===== src/rtl/mem_copy_engine.sv =====
// mem_copy_engine: owns the single-port data memory while Busy and either copies a block
// (one read cycle + one write cycle per byte) or fills a region (one write cycle per byte).
module mem_copy_engine #(
    parameter int W = 8,
    parameter int A = 8
) (
    input  logic         Clk,
    input  logic         Reset,
    input  logic         Start,
    input  logic         FillEn,
    input  logic [A-1:0] SrcAddr,
    input  logic [A-1:0] DstAddr,
    input  logic [A:0]   Len,
    input  logic [W-1:0] FillValue,
    input  logic [W-1:0] MemDataIn,
    output logic [A-1:0] MemAddress,
    output logic         MemWriteEn,
    output logic [W-1:0] MemDataOut,
    output logic         Busy,
    output logic         Done
);

    typedef enum logic [1:0] {
        S_IDLE,
        S_READ,
        S_WRITE,
        S_FIN
    } state_e;

    state_e         state_q, state_d;
    logic           fill_q, fill_d;
    logic [A-1:0]   src_q, src_d;
    logic [A-1:0]   dst_q, dst_d;
    logic [A:0]     len_q, len_d;
    logic [W-1:0]   fv_q, fv_d;
    logic [A:0]     idx_q, idx_d;
    logic [A-1:0]   addr_q, addr_d;
    logic           we_q, we_d;
    // The write-data register doubles as the hold register for the byte read in READ.
    logic [W-1:0]   wdata_q, wdata_d;

    // NOTE: every signal gets a default before the case so no path leaves it unassigned (no latches).
    always_comb begin
        state_d = state_q;
        fill_d  = fill_q;
        src_d   = src_q;
        dst_d   = dst_q;
        len_d   = len_q;
        fv_d    = fv_q;
        idx_d   = idx_q;
        addr_d  = addr_q;
        we_d    = 1'b0;
        wdata_d = wdata_q;

        unique case (state_q)
            S_IDLE: begin
                if (Start) begin
                    fill_d = FillEn;
                    src_d  = SrcAddr;
                    dst_d  = DstAddr;
                    len_d  = Len;
                    fv_d   = FillValue;
                    idx_d  = '0;
                    if (Len == '0) begin
                        state_d = S_FIN;
                    end else if (FillEn) begin
                        state_d = S_WRITE;
                        addr_d  = DstAddr;
                        we_d    = 1'b1;
                        wdata_d = FillValue;
                    end else begin
                        state_d = S_READ;
                        addr_d  = SrcAddr;
                    end
                end
            end

            S_READ: begin
                state_d = S_WRITE;
                addr_d  = dst_q + idx_q[A-1:0];
                we_d    = 1'b1;
                wdata_d = MemDataIn;
            end

            S_WRITE: begin
                idx_d = idx_q + 1'b1;
                // Index and length compare at A+1 bits so Len = 2**A covers the whole memory.
                if (idx_d == len_q) begin
                    state_d = S_FIN;
                end else if (fill_q) begin
                    addr_d  = dst_q + idx_d[A-1:0];
                    we_d    = 1'b1;
                    wdata_d = fv_q;
                end else begin
                    state_d = S_READ;
                    addr_d  = src_q + idx_d[A-1:0];
                end
            end

            S_FIN: begin
                state_d = S_IDLE;
            end

            default: begin
                state_d = S_IDLE;
            end
        endcase
    end

    // NOTE: sequential state uses non-blocking assignments so all registers update together.
    always_ff @(posedge Clk or negedge Reset) begin
        if (!Reset) begin
            state_q <= S_IDLE;
            fill_q  <= 1'b0;
            src_q   <= '0;
            dst_q   <= '0;
            len_q   <= '0;
            fv_q    <= '0;
            idx_q   <= '0;
            addr_q  <= '0;
            we_q    <= 1'b0;
            wdata_q <= '0;
        end else begin
            state_q <= state_d;
            fill_q  <= fill_d;
            src_q   <= src_d;
            dst_q   <= dst_d;
            len_q   <= len_d;
            fv_q    <= fv_d;
            idx_q   <= idx_d;
            addr_q  <= addr_d;
            we_q    <= we_d;
            wdata_q <= wdata_d;
        end
    end

    assign MemAddress = addr_q;
    assign MemWriteEn = we_q;
    assign MemDataOut = wdata_q;
    assign Busy       = (state_q == S_READ) || (state_q == S_WRITE);
    assign Done       = (state_q == S_FIN);

endmodule


===== config.mk =====
export PLATFORM = sky130hd
export DESIGN_NAME = mem_copy_engine
export DESIGN_NICKNAME = d
export VERILOG_FILES = /design/src/rtl/mem_copy_engine.sv
export SDC_FILE = /design/constraint.sdc
export NUM_CORES = 1
export LEC_CHECK = 0
export ABC_AREA = 1
export BUFFER_PORTS_ARGS = -buffer_cell sky130_fd_sc_hd__buf_2
export CELL_PAD_IN_SITES_DETAIL_PLACEMENT = 1
export CELL_PAD_IN_SITES_GLOBAL_PLACEMENT = 1
export CORE_ASPECT_RATIO = 1.2
export CORE_MARGIN = 10
export CORE_UTILIZATION = 44
export CTS_CLUSTER_DIAMETER = 30
export DETAILED_ROUTE_END_ITERATION = 8
export GPL_ROUTABILITY_DRIVEN = 0
export GPL_TIMING_DRIVEN = 0
export PLACE_DENSITY_LB_ADDON = 0.15
export SLEW_MARGIN = 20
export SYNTH_ARGS = -nofsm -noshare
export SYNTH_HDL_FRONTEND = slang
export SYNTH_SLANG_ARGS = --single-unit

===== constraint.sdc =====
create_clock -name Clk -period 4.1 [get_ports Clk]
set_input_delay 0.205 -clock Clk [delete_from_list [all_inputs] [get_ports Clk]]
set_output_delay 0.205 -clock Clk [all_outputs]
set_load 0.05 [all_outputs]

Word-level counts from Yosys, hierarchy flattened --
Index checks and enable logic that the tools add are counted.
Storage, ports and cells: flip-flop bits (word level) 62, bits in latches 0, RAM bits 0, ROM bits 0, output and inout port bits 19, logic and storage cells 60, memories kept 0
Operators by class: add/subtract/negate cells 4, multipliers 0, div/mod/pow operators 0, order comparisons 0, equality and inequality tests 10, shifts and indexed selects 0, muxes and demuxes 26, bitwise logic cells 0, reductions and logical operators 10
Operator list (count):
- $mux W8 | 10
- $pmux W8 S3 | 2
- $add A8 B8 Y8 | 3
- $pmux W9 S2 | 1
- $mux W2 | 5
- $ne A2 B2 Y1 const B | 5
- $add A9 B1 Y9 const B | 1
- $eq A9 B9 Y1 | 1
- $logic_not A9 Y1 | 1
- $mux W9 | 1
- $pmux W2 S4 | 1
- $reduce_and A2 Y1 | 3
- $reduce_and A6 Y1 | 1
- $mux W1 | 5
- $eq A2 B2 Y1 const B | 2
- $reduce_and A4 Y1 | 1
- $ne A3 B3 Y1 const B | 1
- $pmux W1 S3 | 1
- $reduce_bool A3 Y1 | 1
- $eq A2 B1 Y1 const B | 1
- $logic_not A2 Y1 | 1
- $reduce_bool A2 Y1 | 1
- $logic_or A1 B1 Y1 | 1

Depth between registers and ports, before layout --
depth in word-level cells 5, mapped depth 17

Worst setup path after synthesis --
No wires, ideal clock.
kind register -> register, from reg idx_q[1], to reg addr_q[7] (netlist: MemAddress[7]), library setup time 0.119 ns, arrival time 2.172 ns, data required time 3.981 ns, path slack 1.809 ns, cell stages (with the launch flop) 16, path through dfrtp_1 > ha_1 > nand2_1 > inv_1 > nand3_1 > nand2_1 > nand2_1 > inv_1 > ha_1 > a21o_1 > nor3b_1 > nand3_1 > nand2_1 > o21ai_0 > o21ai_2 > nand2_1
On the way: longest elaborated chain between the ends 5, elaborated cells on any way between the ends 10, those cells by class add/sub: 4; eq/ne: 2; mux: 3; reduce/logical: 1
RTL lines:
- start, declared | RTL line 36 | logic [A:0] idx_q, idx_d;
- start signal, assigned | RTL line 130 | idx_q <= idx_d;
- $add A9 B1 Y9 | RTL line 86 | idx_d = idx_q + 1'b1;
- $add A8 B8 Y8 (on tied branches) | RTL line 96, 91
- $mux W8 | RTL line 90 | end else if (fill_q) begin
- $mux W8 | RTL line 88 | if (idx_d == len_q) begin
- $pmux W8 S3 | RTL line 55 | unique case (state_q)
- end signal, assigned | RTL line 131 | addr_q <= addr_d;
- end, declared | RTL line 37 | logic [A-1:0] addr_q, addr_d;
Parallel ways exist; a longest one is shown, timed or not. The select of a mux whose other input is x is not followed. A chain may end at the register's enable or synchronous reset.

Worst setup path after layout --
Same ends and word-level chain as after synthesis.

==> flow_results.org <==
** Outcome
- The flow ran to the end, and the final reports show no timing, DRC or antenna violations.

** Route
- For this run, design rule violations remaining after detail routing come to 0.
- In the routed layout, each cell is associated on average with a via count of 5.36.
- The count of nets left with antenna violations once routing finished came out at 0.
- Summed over all nets, wire length on met3 after detailed routing comes to 530 um.
- Detailed routing placed a total of 7.25 mm of wire on met2.
- Before antenna repair, the detailed router went through 4 iterations.
- Routed length per placed instance :: about 18 um
- For this block, the initial DRC count from the detailed router was 212.
- Across all layers, the routed design uses around 4,200 vias.
- After detailed routing, the wire length on met1 is 6.03 mm.
- Routed Wire Length :: 14.0 mm
- Routed signal wires occupy layers up through met4.

** Clock network
- Cell chosen for the clock root :: sky130_fd_sc_hd__clkbuf_8
- Once the clock tree was built, the resizer swapped 0 gates to a different size.
- CTS saw between 60 and 70 sinks.
- The number of hold buffers added after CTS was 1.
- Clock-pin transition on the worst setup and hold timing paths :: ~80 ps
- TritonCTS clock tree :: done
- Clk buf depth :: 2
- Cts bufs inserted :: 9
- After clock tree synthesis, the setup repair step added 0 buffers.
- The H-tree was split into 3 levels.
- Clock latency on the worst-skew pair :: 360 ps

** Cells and area
- Fraction of layout instances using a drive strength above 1 :: 14.4%
- The number of antenna diodes in the final layout is 0.
- Commonest non-fill, non-tap cell in the layout :: sky130_fd_sc_hd__nand2_1
- For this run, the post-layout net count is 729.
- Cells fill 52.8% of the core in the end.
- The library cells used most frequently in the layout, excluding fill and tap cells, are sky130_fd_sc_hd__nand2_1 (224), sky130_fd_sc_hd__buf_2 (64), sky130_fd_sc_hd__dfrtp_1 (62).
- Relative to the synthesized area, the layout overhead comes to 17.6%.

** Timing
- Measured against its own limit, the worst slew margin works out to 56.2%.
- Adding up every negative setup slack in the final design gives 0 ps.
- Final count of hold timing violations :: 0
- Final critical delay including setup and external delays :: 2850 ps
- The worst path uses 69.6% of the clock period.
- Static timing analysis puts the maximum clock frequency at between 0.3 and 0.4 GHz.
- The final number of max-transition violations was 0.
- Setup-violating endpoint count in the final report :: 0
- Measured slew at the worst slew-check pin :: 657 ps
- Clock tree skew after final layout :: ~11 ps
- Setup repair after global routing left no endpoint under its margin.

** Min path
- Kind of path behind the tightest hold check :: input port to flop
- The worst hold path passes through 3 cells.

** Placement
- Port bufs :: 63
- HPWL after detailed placement :: 11.1 mm

** Die
- 64 I/O pins were placed.
- Die span in x :: 107 um
- Die Footprint :: 0.0134 sq mm
- Row count :: 38
- From bottom edge to top edge, the die measures 125 um.
- Core area :: around 0.009 sq mm
- Starting density of the core :: 44.9%

** Job
- Across the run, the number of max-cap violations was 0.

** Synth
- The synthesized netlist occupies a cell area of 0.00403 sq mm.
- Avg Cell Area, Syn :: 6.87 sq um
- Post-synth cell types :: 33
- The number of nets handed over by synthesis was 653.
- Synth Warn # :: 0
- After synthesis the netlist holds a flip-flop and latch count of 62.
- Share of the yosys chip area belonging to registers :: ~38%
- FFs w/ async S/R, synth :: 100%
- Number of flops mapped to enable cells by yosys :: 0
- Top FF cell, synth :: sky130_fd_sc_hd__dfrtp_1
- Post-Synthesis Cells :: 587

** Pwr
- Part of the total power dissipated in the clock network :: 15.7%
- Net switching is around 53% of the power.
- In this run the static leakage power is 2.57 nW.
- Cell internal pwr :: 1.88 mW
- PwrDens :: 836 mW/mm^2
- Part of the power in combinational logic :: 57.1%
- Fraction of power consumed by sequential logic :: 27.2%
- The worst-case IR drop observed on VDD is between 0.4 and 0.5 mV.
- For this design the total switching power over the nets is 2.08 mW.

** GRT
- Global routing used 21.5% of the available tracks across all layers.
- Final global-route overflow total :: 0
- Number of global-route vias before repair :: 4,660
- The first global-routing pass estimated roughly 23 mm of wire.
- Largest net degree at the start of global routing :: 33
- Initial antenna violation count :: 0

** Setup path
- Required time of the critical path :: around 4400 ps
- For this design, the slowest cell found on the critical path is sky130_fd_sc_hd__dfrtp_1.
- Most common cell on crit path :: sky130_fd_sc_hd__nand2_1
- For the worst flop-to-flop path, the logic depth is 17.
- On the worst path, the slowest cell contributes a delay of 520 ps.
- Critical Path Source Type :: flop
- Critical path endpoint category :: flop
- STA puts the critical path data arrival time at 3100 ps.
- Of all nets on the critical path, the largest fanout is 6.
- Setup slack on the worst reg-to-reg path comes out at around 1200 ps.
- Class of the most critical setup path :: flop to flop
- List of cells traversed by the critical path :: ha_1, nand2_1, inv_1, nand3_1, nand2_1, nand2_1, inv_1, ha_1, nand2_1, nor2_1, nand2_1, nor3b_1, nand3_1, nand2_1, o21ai_0, o21ai_2, nand2_1
-- logic make-up after synthesis --
logic type | share of synthesized area, %
AOI/OAI and AO/OA | 14.0
xor gates and xnor gates | 0.434
adders and majority gates | 6.89
buffers and inverters | 7.79
DFF | 38.5
and+or+nand+nor | 32.4
-- critical path, delay by kind of cell, from the launching register on --
kind	cells	cell delay [ps]
flip-flops	1	520
AND/OR/NAND/NOR	11	1180
buffers and inverters	2	220
AO/OA/AOI/OAI	2	270
adder cells (fa/ha/maj)	2	560
-- registers in the layout, indices dropped and copies added (netlist names), 2 cells and up --
register and cells:
fv_q 8, MemDataOut 8, len_q 9, idx_q 9
state_q 2, src_q 8, dst_q 8, MemAddress 8
-- synth_stat cells, drive strengths merged (4+ instances only) --
cell type	instances	share of area, %
buf	4	0.81
o22ai	6	0.93
clkbuf	13	1.2
o21ai	56	7.0
nand4	6	0.93
ha	19	5.9
inv	62	5.8
nand3	41	5.2
or2	4	0.62
nand2	227	21
dfrtp	62	38
nor2	34	3.5
a21oi	34	4.2
-- per-stage QoR --
stage	total power, mW	hold slack (ps)	cells	instance area (sq um)	setup WS [ps]
floorplan	2.62	-90.6	587	4030	1810
global placement	3.24	415	770	4500	1330
detailed placement	3.35	173	771	4520	1320
CTS	3.99	47.4	788	4750	1250
global route	4.31	56.9	788	4750	993
finish	3.97	53.6	788	4750	1250
-- path summary, 6_finish.rpt --
path                                     from            end
min in group asynchronous               Reset       src_q[4]
worst max register to register       idx_q[1]  MemAddress[7]
worst min-delay path               SrcAddr[4]       src_q[4]
worst max-delay path                 idx_q[1]  MemAddress[7]
max in group asynchronous               Reset       len_q[7]
worst min register to register  MemAddress[4]  MemAddress[4]
-- routing by layer --
layer | GRT usage [%] | up-vias
met1 | 24.8 | 2084
met3 | 4.76 | 16
met2 | 38.3 | 81
met4 | 6.30 | 0
met5 | 0 | -
li1 | - | 2046
-- layout make-up --
type                    count  area (sq um)
fillers                  1238          4240
multi-input cells         446          2170
flip-flops and latches     62          1550
repair buffers             65           348
inverters                  62           233
well taps                 120           150
clock buffers              10           128
clock inverters             6          86.3
plain buffers              17          81.3
-- power groups by stage --
stage               Clock (mW)  Sequential [mW]  Combinational, mW
floorplan                    0             1.31               1.31
global placement             0             1.07               2.17
detailed placement           0             1.08               2.26
CTS                      0.629             1.08               2.28
global route             0.658             1.11               2.54
finish                   0.623             1.08               2.26
No activity file was read; power rests on OpenSTA's default activity.
